## config.mk

```make
export PLATFORM = sky130hd
export DESIGN_NAME = frame_cfg_loader
export DESIGN_NICKNAME = d
export VERILOG_FILES = /design/src/rtl/frame_cfg_loader.sv
export SDC_FILE = /design/constraint.sdc
export NUM_CORES = 2
export LEC_CHECK = 0
export BUFFER_PORTS_ARGS = -buffer_cell sky130_fd_sc_hd__buf_2
export CORE_UTILIZATION = 52
export CTS_CLUSTER_DIAMETER = 30
export DETAILED_ROUTE_END_ITERATION = 6
export GPL_TIMING_DRIVEN = 0
export PLACE_DENSITY = 0.76
export SYNTH_ARGS = -nofsm -noshare
export SYNTH_HDL_FRONTEND = slang
export SYNTH_SLANG_ARGS = --single-unit
```

## constraint.sdc

```tcl
create_clock -name CLK -period 2.1 [get_ports CLK]
set_clock_uncertainty 0.05 [all_clocks]
set_input_delay 0.42 -clock CLK [delete_from_list [all_inputs] [get_ports CLK]]
set_output_delay 0.42 -clock CLK [all_outputs]
set_load 0.02 [all_outputs]
```

## src/rtl/frame_cfg_loader.sv

```systemverilog
// frame_cfg_loader: receives 0xA5-headed configuration frames from the UART RX
// byte stream, assembles them in shadow registers and commits them to the
// timing buses only when the XOR checksum matches. Answers 0x72 queries and
// every frame outcome with ACK (0x06) / NAK (0x15) on the response strobe.
//
// Handshake: rx_valid and resp_valid are one-cycle strobes with no back-pressure.
// The data that goes with a strobe is valid only in the cycle the strobe is high.
// A byte that arrives while the checksum is being evaluated is dropped.
module frame_cfg_loader #(
    parameter int N_CH        = 8,
    parameter int TW          = 32,
    parameter int TIMEOUT_CYC = 500000
) (
    input  logic                 CLK,
    input  logic                 RESET_N,
    input  logic [7:0]           rx_data,
    input  logic                 rx_valid,
    output logic [N_CH*TW-1:0]   del_bus,
    output logic [N_CH*TW-1:0]   dur_bus,
    output logic [N_CH*8-1:0]    res_bus,
    output logic [7:0]           thhv,
    output logic                 cfg_valid,
    output logic                 cfg_update,
    output logic [7:0]           resp_data,
    output logic                 resp_valid,
    output logic [7:0]           err_cnt,
    output logic [1:0]           dbg_state
);

    localparam int BPT    = TW / 8;
    localparam int STRIDE = 2 * BPT + 1;
    localparam int L      = N_CH * STRIDE + 1;
    localparam int IDXW   = $clog2(L + 1);
    localparam int CHW    = $clog2(N_CH + 1);
    localparam int OFFW   = $clog2(STRIDE);
    localparam int CNTW   = (TIMEOUT_CYC > 2) ? $clog2(TIMEOUT_CYC) : 1;

    localparam logic [IDXW-1:0] LAST_IDX = IDXW'(L);
    localparam logic [CHW-1:0]  LAST_CH  = CHW'(N_CH);
    localparam logic [OFFW-1:0] OFF_DUR  = OFFW'(BPT);
    localparam logic [OFFW-1:0] OFF_RES  = OFFW'(2 * BPT);
    localparam logic [CNTW-1:0] CNT_MAX  = CNTW'(TIMEOUT_CYC - 1);

    localparam logic [7:0] HDR = 8'hA5;
    localparam logic [7:0] QRY = 8'h72;
    localparam logic [7:0] ACK = 8'h06;
    localparam logic [7:0] NAK = 8'h15;

    typedef enum logic [1:0] {
        S_IDLE    = 2'd0,
        S_PAYLOAD = 2'd1,
        S_CHECK   = 2'd2
    } state_t;

    state_t              state_q, state_d;
    logic [IDXW-1:0]     idx_q, idx_d;
    logic [CHW-1:0]      ch_q, ch_d;
    logic [OFFW-1:0]     off_q, off_d;
    logic [7:0]          xor_q, xor_d;
    logic [7:0]          chk_q, chk_d;
    logic [CNTW-1:0]     cnt_q, cnt_d;

    logic [N_CH*TW-1:0]  del_sh_q, del_sh_d;
    logic [N_CH*TW-1:0]  dur_sh_q, dur_sh_d;
    logic [N_CH*8-1:0]   res_sh_q, res_sh_d;
    logic [7:0]          thhv_sh_q, thhv_sh_d;

    logic [N_CH*TW-1:0]  del_q, del_d;
    logic [N_CH*TW-1:0]  dur_q, dur_d;
    logic [N_CH*8-1:0]   res_q, res_d;
    logic [7:0]          thhv_q, thhv_d;
    logic                cfg_valid_q, cfg_valid_d;
    logic                cfg_update_q, cfg_update_d;
    logic [7:0]          resp_data_q, resp_data_d;
    logic                resp_valid_q, resp_valid_d;
    logic [7:0]          err_q, err_d;

    // Next-state, shadow assembly, commit and response logic.
    always_comb begin
        state_d      = state_q;
        idx_d        = idx_q;
        ch_d         = ch_q;
        off_d        = off_q;
        xor_d        = xor_q;
        chk_d        = chk_q;
        cnt_d        = cnt_q;
        del_sh_d     = del_sh_q;
        dur_sh_d     = dur_sh_q;
        res_sh_d     = res_sh_q;
        thhv_sh_d    = thhv_sh_q;
        del_d        = del_q;
        dur_d        = dur_q;
        res_d        = res_q;
        thhv_d       = thhv_q;
        cfg_valid_d  = cfg_valid_q;
        cfg_update_d = 1'b0;
        resp_data_d  = resp_data_q;
        resp_valid_d = 1'b0;
        err_d        = err_q;

        case (state_q)
            S_IDLE: begin
                if (rx_valid) begin
                    if (rx_data == HDR) begin
                        state_d = S_PAYLOAD;
                        idx_d   = '0;
                        ch_d    = '0;
                        off_d   = '0;
                        xor_d   = '0;
                        cnt_d   = '0;
                    end else if (rx_data == QRY) begin
                        resp_valid_d = 1'b1;
                        resp_data_d  = cfg_valid_q ? ACK : NAK;
                    end
                end
            end

            S_PAYLOAD: begin
                if (rx_valid) begin
                    cnt_d = '0;
                    if (idx_q == LAST_IDX) begin
                        // All payload bytes are in; this one is the checksum.
                        chk_d   = rx_data;
                        state_d = S_CHECK;
                    end else begin
                        xor_d = xor_q ^ rx_data;
                        idx_d = idx_q + IDXW'(1);
                        if (ch_q == LAST_CH) begin
                            thhv_sh_d = rx_data;
                        end else begin
                            // Multi-byte fields arrive MSB first, so shift left.
                            for (int k = 0; k < N_CH; k++) begin
                                if (ch_q == CHW'(k)) begin
                                    if (off_q < OFF_DUR) begin
                                        del_sh_d[k*TW +: TW] = (del_sh_q[k*TW +: TW] << 8) | TW'(rx_data);
                                    end else if (off_q < OFF_RES) begin
                                        dur_sh_d[k*TW +: TW] = (dur_sh_q[k*TW +: TW] << 8) | TW'(rx_data);
                                    end else begin
                                        res_sh_d[k*8 +: 8] = rx_data;
                                    end
                                end
                            end
                            if (off_q == OFF_RES) begin
                                off_d = '0;
                                ch_d  = ch_q + CHW'(1);
                            end else begin
                                off_d = off_q + OFFW'(1);
                            end
                        end
                    end
                end else if (cnt_q == CNT_MAX) begin
                    // Sender went quiet mid-frame: drop it and report.
                    state_d      = S_IDLE;
                    resp_valid_d = 1'b1;
                    resp_data_d  = NAK;
                    if (err_q != 8'hFF) err_d = err_q + 8'd1;
                end else begin
                    cnt_d = cnt_q + CNTW'(1);
                end
            end

            S_CHECK: begin
                state_d      = S_IDLE;
                resp_valid_d = 1'b1;
                if (xor_q == chk_q) begin
                    del_d        = del_sh_q;
                    dur_d        = dur_sh_q;
                    res_d        = res_sh_q;
                    thhv_d       = thhv_sh_q;
                    cfg_valid_d  = 1'b1;
                    cfg_update_d = 1'b1;
                    resp_data_d  = ACK;
                end else begin
                    resp_data_d  = NAK;
                    if (err_q != 8'hFF) err_d = err_q + 8'd1;
                end
            end

            default: begin
                state_d = S_IDLE;
            end
        endcase
    end

    // State, shadow and output registers; everything clears on reset.
    always_ff @(posedge CLK or negedge RESET_N) begin
        if (!RESET_N) begin
            state_q      <= S_IDLE;
            idx_q        <= '0;
            ch_q         <= '0;
            off_q        <= '0;
            xor_q        <= '0;
            chk_q        <= '0;
            cnt_q        <= '0;
            del_sh_q     <= '0;
            dur_sh_q     <= '0;
            res_sh_q     <= '0;
            thhv_sh_q    <= '0;
            del_q        <= '0;
            dur_q        <= '0;
            res_q        <= '0;
            thhv_q       <= '0;
            cfg_valid_q  <= 1'b0;
            cfg_update_q <= 1'b0;
            resp_data_q  <= '0;
            resp_valid_q <= 1'b0;
            err_q        <= '0;
        end else begin
            state_q      <= state_d;
            idx_q        <= idx_d;
            ch_q         <= ch_d;
            off_q        <= off_d;
            xor_q        <= xor_d;
            chk_q        <= chk_d;
            cnt_q        <= cnt_d;
            del_sh_q     <= del_sh_d;
            dur_sh_q     <= dur_sh_d;
            res_sh_q     <= res_sh_d;
            thhv_sh_q    <= thhv_sh_d;
            del_q        <= del_d;
            dur_q        <= dur_d;
            res_q        <= res_d;
            thhv_q       <= thhv_d;
            cfg_valid_q  <= cfg_valid_d;
            cfg_update_q <= cfg_update_d;
            resp_data_q  <= resp_data_d;
            resp_valid_q <= resp_valid_d;
            err_q        <= err_d;
        end
    end

    assign del_bus    = del_q;
    assign dur_bus    = dur_q;
    assign res_bus    = res_q;
    assign thhv       = thhv_q;
    assign cfg_valid  = cfg_valid_q;
    assign cfg_update = cfg_update_q;
    assign resp_data  = resp_data_q;
    assign resp_valid = resp_valid_q;
    assign err_cnt    = err_q;
    assign dbg_state  = state_q;

endmodule
```

==> summary by stage <==
Power
Dividing total power by cell area gives a power density of 962.8 nW/µm². The standby leakage power is 37.03 nW. The worst vdd rail ir drop is around 0.0007 V.

Synth
Of all flip-flops after synthesis, the portion carrying an async set or reset was 1.000. After technology mapping, the gate count stands at 4142. The synthesized design contains 0 enable-type register cells.

The cell with the most instances after synthesis is sky130_fd_sc_hd__nand2_1. The proportion of synthesized chip area in sequential cells is 0.6532. The average instance in the mapped netlist occupies 11.41 µm².

The total standard cell area after synthesis is between 40000 and 50000 µm². The number of library cell types mapped by synthesis is 60. The top flip-flop cell by instance count after synthesis is sky130_fd_sc_hd__dfrtp_1.

For this run, the number of Yosys warnings is 0. The flop and latch count out of synthesis is 1234. By area the synthesized netlist is led by sky130_fd_sc_hd__dfrtp_1, sky130_fd_sc_hd__nand2_1, sky130_fd_sc_hd__mux2_2. The share of synthesized area in the top cell type comes to 0.6532. The cell taking the most area after synthesis is sky130_fd_sc_hd__dfrtp_1. The commonest cells after synthesis are sky130_fd_sc_hd__nand2_1, sky130_fd_sc_hd__dfrtp_1, sky130_fd_sc_hd__mux2_2.

Place
After legalization and detailed placement, the total HPWL measured 89.86 mm. The cell area reported after detailed placement is 53620 µm². At the end of routability-driven placement, the weighted congestion stood at 0.8594.

The number of port buffers is 610.

Setup path
The worst setup path is captured at a flip-flop. The worst setup path is launched from a flip-flop. Among cell families on the critical path, the largest total delay comes from simple AND/OR/NAND/NOR gates. The depth of the worst register-to-register path is 6.

Counting both buffers and inverters, the worst setup path holds a total of 1. The setup path with the least slack is of type reg -> reg. Traced cell by cell, the critical path runs through or4_4, nor4_4, buf_6, a31oi_4, nor4_1, xor2_1. The arrival time of the worst setup path is 3.07 ns. The launching point of the worst reg2reg path is cnt_q[7]. The data required time of the worst path is 2.73 ns. The end of the worst register-to-register path is err_cnt[5]. Among all stages on the critical path, the largest delay is contributed by sky130_fd_sc_hd__or4_4. The delay of the slowest cell on the worst path is around 0.52 ns. In this run the register-to-register setup slack is -0.34 ns.

The highest net fanout along the worst path is 7.

STA
The final critical delay including setup and external delays is about 2.4 ns. Setup violations remaining at the end of the flow were counted as between 1000 and 1500. The maximum clock rate is 0.4096 GHz.

Across all hold checks on the routed design, the worst slack comes to -0.4948 ns. Setup repair after global routing could not meet its margin everywhere. The slew of the pin with the lowest slew margin is 1.529 ns.

The final clock period utilization by the worst path is 1.162. The number of pins exceeding their max-slew limit in the final report was 11. The final number of hold-violating endpoints is 222. In this run the tightest slew margin relative to its limit is -0.01924. The final worst setup slack is -0.3412 ns.

Finish
The relative area change from synthesis to final layout is 43.93%. The count of filler cells inserted in the layout is between 4000 and 5000. The multi-input combinational cell area is about 18000 µm².

The sequential cells in the finished layout cover a total of between 30000 and 40000 µm². The final net count is 5194. For this run, the share of the core covered by cells in the final layout is 0.7560. After routing the design area is 68050 µm². Of the cells placed in the final design, the portion with a size suffix greater than 1 is 0.4483.

Floorplanning
The I/O pin total is 616. For this configuration, the core starts out at a cell density of 0.5252. The total area inside the core boundary comes to 90010 µm².

The initialized floorplan defines 110 standard-cell rows. The die extent in y is 303.5 µm. In this run the horizontal extent of the chip is 303.5 µm. The total die area is slightly above 90000 µm².

Route
Using the TritonRoute via totals, the vias-per-cell ratio works out to 5.773. Dividing the detail-routed wire length by the instance count gives between 20 and 30 µm. The final route contains 37700 vias. After detailed routing, the total wire length is 171.0 mm. The count of routing violations after the opening detailed-route iteration is 3501.

The count of nets left with antenna violations once routing finished came out at 0. For this run, the detailed router's first-pass iteration total came to 7. The final routed DRC violation total is 1.

CTS
The total clock buffers created by CTS is 209. The TritonCTS clock tree is yes. The number of levels in the clock H-tree is 4. After clock tree synthesis, the clock-pin slew on the worst setup and hold paths is roughly 0.05 ns.

In this run the clock root is driven by a sky130_fd_sc_hd__clkbuf_16. Clock latency on the worst-skew pair, taken at its later pin, is 0.78 ns. The clock net in this run drives a total of 1234 sinks. The buffer depth of the longest clock path is 3.

Worst hold path
The worst min-delay path class is in -> async.

GRT
The number of global-route vias before repair was 38950. Across every metal layer, demand over resource in global routing totals 0.3478. The overflow left after global routing is 0. Entering global routing, the biggest net connects 178 pins. The first global-routing pass estimated 239.9 mm of wire. The initial antenna violation count is 12.

Outcome
The flow ran to the end, but the final reports show violations. The final reports fail on design-rule violations, negative hold slack, max-capacitance violations, max-slew violations, negative setup slack.

Run
The number of maximum-capacitance constraint violations is 1.
[worst max path at each step]
stage,end,startpoint,slack [ns],cells after the start
2_1_floorplan,err_cnt[1],cnt_q[9],-0.24,5
3_3_place_gp,dbg_state[0],RESET_N,-27.83,1
3_5_place_dp,dur_bus[118],RESET_N,-1.66,5
4_1_cts,del_sh_q[104],idx_q[0],-0.34,7
5_1_grt,err_cnt[5],cnt_q[7],-0.46,6
6_report,err_cnt[5],cnt_q[7],-0.34,6
[cells by family after synthesis]
group / count (synthesis) / synth area share
compound gates: 86 / 0.01339
xor+xnor: 16 / 0.002964
fa+ha+maj: 14 / 0.003705
buf+inv: 238 / 0.02107
flops: 1234 / 0.6532
mux: 607 / 0.1443
other cells: 1 / 0.00007932
simple gates: 1946 / 0.1613
[cell type report]
cell class,count,area share
sequential,1234,0.4540
multi-input combinational,2673,0.2687
timing repair buffer,816,0.09354
clock buffer,260,0.08444
buffer,220,0.04698
clock inverter,133,0.02957
tap,1176,0.02162
inverter,15,0.001030
antenna,4,0.0001471
[per-stage QoR]
step / total power, mW / TNS (ns) / setup slack, ns / cells / hold slack (ns)
floorplan: 26.54 / -76.12 / -0.2407 / 4145 / 0.07441
global placement: 27.55 / - / -27.83 / 5931 / 0.3962
detailed placement: 27.67 / -1572.34 / -1.659 / 5939 / 0.3969
CTS: 64.85 / -176.37 / -0.3351 / 6458 / -0.5026
global route: 67.07 / -300.53 / -0.4570 / 6530 / -0.4823
finish: 65.51 / -194.88 / -0.3412 / 6531 / -0.4948
[power by group]
group / switching [mW] / internal (mW) / total (mW) / leakage (nW)
clock: 12.8 / 24.8 / 37.5 / 3.74
sequential: 0.631 / 24.4 / 25.0 / 17.2
combinational: 1.51 / 1.43 / 2.94 / 16.1
total: 14.9 / 50.6 / 65.5 / 37.0
[layout by cell type (no fill, tap or decap), drive strengths merged, types with 4 or more instances in the layout]
| master | n |
|---|---|
| or3 | 5 |
| nand3 | 26 |
| bufbuf | 4 |
| nor2 | 43 |
| and2 | 6 |
| mux2i | 10 |
| nand4 | 15 |
| or2 | 5 |
| bufinv | 44 |
| o21ai | 24 |
| nand2b | 13 |
| diode | 4 |
| buf | 813 |
| nor4 | 5 |
| a22oi | 9 |
| ha | 14 |
| a22o | 28 |
| xor2 | 13 |
| a21oi | 6 |
| mux2 | 597 |
| nor3 | 9 |
| clkbuf | 479 |
| clkinv | 49 |
| inv | 29 |
| a21o | 4 |
| clkinvlp | 26 |
| and3 | 8 |
| dfrtp | 1234 |
| nand2 | 1794 |
| conb | 4 |
[registers in the layout (all words and copies together) (netlist names), 2 cells and up]
signal,flops
ch_q,4
dur_sh_q,256
dur_bus,256
res_bus,64
xor_q,8
err_cnt,8
off_q,4
cnt_q,19
thhv_sh_q,8
res_sh_q,64
chk_q,8
idx_q,7
dbg_state,2
del_sh_q,256
resp_data,3
del_bus,256
thhv,8
[metal layers]
| metal | wire length, µm | GRT usage |
|---|---|---|
| met1 | 60470 | 0.4154 |
| met2 | 80750 | 0.5509 |
| met3 | 17160 | 0.1097 |
| met4 | 12640 | 0.2133 |
| met5 | 34 | 0 |
[repair_timing]
| action | 4_1_cts | 5_1_grt |
|---|---|---|
| pin swaps | 515 | 37 |
| gates resized for setup | 906 | 196 |
| endpoints found under the setup margin | 1522 | 1302 |
| buffers inserted | 72 | 48 |
| endpoints found under the hold margin | 227 | 172 |
| cloned | 54 | 25 |
No activity file was read; power rests on OpenSTA's default activity.
